File: src/rtl/buffer_reader.sv
// buffer_reader: read-side engine for the capture sample buffer.
// Walks the buffer from a start address (wrapping at the top) and streams
// bytes over a valid/ready handshake through a 2-entry output skid.
// The buffer is a 1-cycle-latency RAM whose read data for the address held
// in mem_addr is captured on the following clock edge.
// Optional feature macro: BUFFER_READER_STRIDE_EN (adds addr_step input for
// decimated readout).
module buffer_reader #(
    parameter int unsigned ADDR_WIDTH = 12,
    parameter int unsigned DATA_WIDTH = 8
) (
    input  logic                  clka,
    input  logic                  rsta,
    input  logic                  start,
    input  logic                  abort,
    input  logic [ADDR_WIDTH-1:0] start_addr,
    input  logic [ADDR_WIDTH:0]   read_count,
`ifdef BUFFER_READER_STRIDE_EN
    input  logic [3:0]            addr_step,
`endif
    output logic                  busy,
    output logic                  done,
    output logic [ADDR_WIDTH-1:0] mem_addr,
    output logic                  mem_we,
    input  logic [DATA_WIDTH-1:0] mem_dout,
    output logic [DATA_WIDTH-1:0] out_data,
    output logic                  out_valid,
    input  logic                  out_ready
);

    localparam int unsigned CW = ADDR_WIDTH + 1;

    typedef enum logic [1:0] {
        IDLE  = 2'd0,
        RUN   = 2'd1,
        DRAIN = 2'd2
    } state_t;

    state_t                state;
    logic [ADDR_WIDTH-1:0] ptr;
    logic [ADDR_WIDTH-1:0] step;
    logic [CW-1:0]         issue_left;
    logic [CW-1:0]         accept_left;
    logic                  inflight;
    logic [1:0]            occ;
    logic [DATA_WIDTH-1:0] spare;
    logic                  pop;
    logic                  issue;
    logic                  accept_start;
    logic [2:0]            pending;
    logic [CW-1:0]         load_count;

    // Handshake, skid-room check and start qualification.
    assign pop          = out_valid & out_ready;
    assign pending      = 3'(occ) + 3'(inflight) - 3'(pop);
    assign issue        = (state == RUN) && (issue_left != '0) && (pending <= 3'd1);
    assign accept_start = (state == IDLE) && start && !abort;
    assign load_count   = (read_count == '0) ? {1'b1, {ADDR_WIDTH{1'b0}}} : read_count;

`ifdef BUFFER_READER_STRIDE_EN
    logic [3:0] step_q;

    // Capture the address stride with start; a zero stride reads contiguously.
    always_ff @(posedge clka) begin
        if (rsta) begin
            step_q <= 4'd1;
        end else if (accept_start) begin
            step_q <= (addr_step == 4'd0) ? 4'd1 : addr_step;
        end
    end

    assign step = ADDR_WIDTH'(step_q);
`else
    assign step = ADDR_WIDTH'(1);
`endif

    // Control FSM, address issue, skid buffer and registered outputs.
    always_ff @(posedge clka) begin
        if (rsta) begin
            state       <= IDLE;
            busy        <= 1'b0;
            done        <= 1'b0;
            mem_addr    <= '0;
            mem_we      <= 1'b0;
            out_data    <= '0;
            out_valid   <= 1'b0;
            ptr         <= '0;
            issue_left  <= '0;
            accept_left <= '0;
            inflight    <= 1'b0;
            occ         <= 2'd0;
            spare       <= '0;
        end else begin
            done     <= 1'b0;
            mem_we   <= 1'b0;
            inflight <= issue;

            if (issue) begin
                mem_addr   <= ptr;
                ptr        <= ptr + step;
                issue_left <= issue_left - CW'(1);
            end

            // The room check guarantees no capture arrives while both entries are full.
            case (occ)
                2'd0: begin
                    if (inflight) begin
                        out_data  <= mem_dout;
                        out_valid <= 1'b1;
                        occ       <= 2'd1;
                    end
                end
                2'd1: begin
                    if (inflight && !pop) begin
                        spare <= mem_dout;
                        occ   <= 2'd2;
                    end else if (inflight && pop) begin
                        out_data <= mem_dout;
                    end else if (pop) begin
                        out_valid <= 1'b0;
                        occ       <= 2'd0;
                    end
                end
                default: begin
                    if (pop) begin
                        out_data <= spare;
                        if (inflight) begin
                            spare <= mem_dout;
                        end else begin
                            occ <= 2'd1;
                        end
                    end
                end
            endcase

            if (pop) begin
                accept_left <= accept_left - CW'(1);
            end

            case (state)
                IDLE: begin
                    if (accept_start) begin
                        ptr         <= start_addr;
                        issue_left  <= load_count;
                        accept_left <= load_count;
                        busy        <= 1'b1;
                        state       <= RUN;
                    end
                end
                RUN: begin
                    if (issue && (issue_left == CW'(1))) begin
                        state <= DRAIN;
                    end
                end
                DRAIN: begin
                    if (pop && (accept_left == CW'(1))) begin
                        done  <= 1'b1;
                        busy  <= 1'b0;
                        state <= IDLE;
                    end
                end
                default: begin
                    state <= IDLE;
                end
            endcase

            // Abort overrides everything above: flush skid and in-flight read.
            if (abort && (state != IDLE)) begin
                state       <= IDLE;
                busy        <= 1'b0;
                done        <= 1'b0;
                out_valid   <= 1'b0;
                occ         <= 2'd0;
                inflight    <= 1'b0;
                issue_left  <= '0;
                accept_left <= '0;
            end
        end
    end

endmodule

File: config.mk
export PLATFORM = sky130hd
export DESIGN_NAME = buffer_reader
export DESIGN_NICKNAME = d
export VERILOG_FILES = /design/src/rtl/buffer_reader.sv
export SDC_FILE = /design/constraint.sdc
export NUM_CORES = 1
export LEC_CHECK = 0
export ABC_AREA = 1
export BUFFER_PORTS_ARGS = -buffer_cell sky130_fd_sc_hd__buf_2
export CORE_ASPECT_RATIO = 1.25
export CORE_MARGIN = 5
export CORE_UTILIZATION = 45
export DETAILED_ROUTE_END_ITERATION = 12
export PLACE_DENSITY = 0.66
export SLEW_MARGIN = 20
export SYNTH_ARGS = -nofsm -noshare
export SYNTH_HDL_FRONTEND = slang
export SYNTH_SLANG_ARGS = --single-unit
export TNS_END_PERCENT = 50
File: constraint.sdc
create_clock -name clka -period 3.2 [get_ports clka]
set_clock_uncertainty 0.2 [all_clocks]
set_input_delay 0.64 -clock clka [delete_from_list [all_inputs] [get_ports clka]]
set_output_delay 0.64 -clock clka [all_outputs]
set_load 0.005 [all_outputs]
==> results.sh <==
export IMPL_max_freq_ghz=0.367
export IMPL_place_gp_congestion=0.870
export IMPL_cellLeakagePower_nw=2.15
export IMPL_rsz0062_at_grt="no"
export IMPL_vias=3714
export IMPL_setup_ws_ns=0.478
export IMPL_grt_pass1_vias=3614
export IMPL_slew_headroom_pct=32.4
export IMPL_clock_path_buffers=2
export IMPL_start_util_pct=45.9
export IMPL_yosysWarningCount=0
export IMPL_clk_latency_ns=0.35
export IMPL_irDropWorstVdd_mv=0.322
export IMPL_synth_area_leaders="dfxtp_1, nand2_1, a21oi_1"
export IMPL_ctsResizeCount=0
export IMPL_grt_usage_pct=18.5
export IMPL_path_class="register to register"
export IMPL_ios=62
export IMPL_yosysTopAreaCellShare_pct=37.3
export IMPL_synth_edff_count=0
export IMPL_grt_pass1_wl_mm=16.2
export IMPL_cts_sinks=74
export IMPL_start_kind="register"
export IMPL_syn_area_mm2=0.00397
export IMPL_n_antenna_cell=0
export IMPL_drc_errors=0
export IMPL_drtAntennaViolNets=0
export IMPL_viasPerCell=4.92
export IMPL_rows=38
export IMPL_r2r_cells=13
export IMPL_drt_pre_antenna_iters=4
export IMPL_cts_setup_buffers=0
export IMPL_drt_iter0_drc=166
export IMPL_netlist_instances=581
export IMPL_worstPathRequired_ns=3.27
export IMPL_hold_class="register to register"
export IMPL_antenna_found_initial=0
export IMPL_layout_cells_non_filler=755
export IMPL_cts_tree="done"
export IMPL_synth_area_leader_cell="dfxtp_1"
export IMPL_fin_nets=675
export IMPL_pwr_density_cell_mw_per_mm2=542
export IMPL_dieArea_mm2=0.0108
export IMPL_setup_viol_count_final=0
export IMPL_hold_end="out_valid"
export IMPL_syn_nets=626
export IMPL_cts_buffers=9
export IMPL_syn_to_final_growth_pct=14.7
export IMPL_core_region_area_mm2=0.00865
export IMPL_synth_commonest_cells="nand2_1, dfxtp_1, a21oi_1"
export IMPL_hold_path_startpoint="out_valid"
export IMPL_post_route_period_util_pct=85.1
export IMPL_dp_hpwl_mm=6.72
export IMPL_htreeDepth=3
export IMPL_die_h_um=115
export IMPL_grt_max_degree=47
export IMPL_die_x_um=94.0
export IMPL_status="finished, final reports clean"
export IMPL_synth_avg_cell_area_um2=6.83
export IMPL_synthArstFlopShare_pct=0
export IMPL_timing_rr_start="occ[0]"
export IMPL_wl_per_cell_um=12.3
export IMPL_report_final_slew_viol_count=0
export IMPL_gr_total_overflow=0
export IMPL_numPlacedInstances=739
export IMPL_seq_area_frac_synth_pct=37.3
export IMPL_place_ws_ns=0.115
export IMPL_portBuffers=60
export IMPL_drt_wl_total_mm=9.27
export IMPL_ys_ff_latch=74
export IMPL_synth_flop_cell="dfxtp_1"
export IMPL_yosysMostFrequentCell="nand2_1"
export IMPL_synth_distinct_cells=37
export IMPL_tightest_slew_ns=1.01
export IMPL_r2r_end="issue_left[3]"
export IMPL_drv_cap=0
export IMPL_holdPathStages=2
export IMPL_setup_tns_ns=0
export IMPL_clkTransAtPathRegs_ns=0.08
export IMPL_end_kind="register"
export IMPL_drive_above_1_share_pct=16.5
export IMPL_cp_arrival_ns=2.79
export IMPL_fillers=892
export IMPL_placed_cell_area_mm2=0.00430
export IMPL_rrSetupSlack_ns=0.48
export IMPL_hold_violations=0
export IMPL_cts_root_buf="clkbuf_8"
export IMPL_fin_area_mm2=0.00455
export IMPL_finalCriticalPeriod_ns=2.72
export IMPL_cp_max_fo=46
export IMPL_cts_hold_fix_buffers=0
-- stage by stage --
stage          total power (W)  hold WS [ns]  util (%)
4_1_cts                0.00249         0.283      52.6
6_report               0.00247         0.279      52.6
3_3_place_gp           0.00157         0.265      49.7
3_5_place_dp           0.00158         0.270      49.7
5_1_grt                0.00262         0.312      52.6
2_1_floorplan          0.00145         0.257         -
-- worst max path at each step --
stage                   start              to  slack, ns  cells after the start
floorplan           out_ready          ptr[3]       0.45                     14
global placement    out_ready  issue_left[10]       0.20                     14
detailed placement  out_ready   issue_left[3]       0.11                     14
CTS                    occ[0]  issue_left[10]       0.46                     13
global route           occ[0]  issue_left[10]       0.18                     13
finish                 occ[0]   issue_left[3]       0.48                     13
-- worst max-delay path, cell delays in order, from the launching register on --
cell,delay (ns)
dfxtp_1,0.40
inv_1,0.10
xor2_1,0.17
ha_1,0.16
inv_1,0.05
fa_1,0.38
xor2_1,0.18
nor2_4,0.22
nand2_8,0.16
inv_6,0.29
nand2_1,0.10
nand2_1,0.07
nand2_1,0.04
a21oi_1,0.12
-- per-layer routing --
metal  global-route usage, %  vias up  wire length [um]
met5                       0        -                 0
met4                    9.15        0               218
met3                    3.93       15               395
met2                    30.8       71              4440
met1                    22.6     1667              4220
li1                        -     1961                 -
-- registers in the layout (all words and copies together) (netlist names) --
name and cells:
inflight 1, ptr 12, busy 1, out_valid 1, accept_left 13, done 1
out_data 8, mem_addr 12, occ 2, issue_left 13, state 2, spare 8
-- report_power, final --
group | leakage [nW] | internal [W] | switching, W | total (W)
registers | 0.604 | 0.000991 | 0.0000585 | 0.00105
clock network | 0.119 | 0.000540 | 0.000371 | 0.000911
logic | 1.43 | 0.000189 | 0.000317 | 0.000507
total | 2.15 | 0.00172 | 0.000747 | 0.00247
-- placed cells by master, fill, tap and decap left out, drive strengths merged --
cell type  synthesis  layout
nand2            135     135
dfxtp             74      74
a21oi             70      70
inv               69      69
nor2              67      67
buf               13      63
o21ai             51      51
nand3             30      30
xor2              13      13
clkbuf            12      10
nand4              8       8
o21bai             7       7
nor3               6       6
ha                 6       6
or2                5       5
xnor2              4       4
o211ai             4       4
bufinv             0       3
nand3b             2       2
clkinvlp           0       2
a211oi             1       1
o22ai              1       1
o31ai              1       1
fa                 1       1
conb               1       1
clkinv             0       1
-- layout make-up --
class	instances	area [um2]	area share (%)
clock buffer	10	138	3.02
clock inverter	6	114	2.50
inverter	69	264	5.80
multi-input combinational	413	2080	45.7
sequential	74	1480	32.6
tap	120	150	3.30
timing repair buffer	63	323	7.09
-- cells by family after synthesis --
logic type	after synthesis	synth area share [%]
AND/OR/NAND/NOR	253	27.9
buffers and inverters	94	10.2
adder cells (fa/ha/maj)	7	2.40
other	1	0.0945
flip-flops	74	37.3
AO/OA/AOI/OAI	135	18.3
XOR/XNOR	17	3.75
No activity file was read; power rests on OpenSTA's default activity.
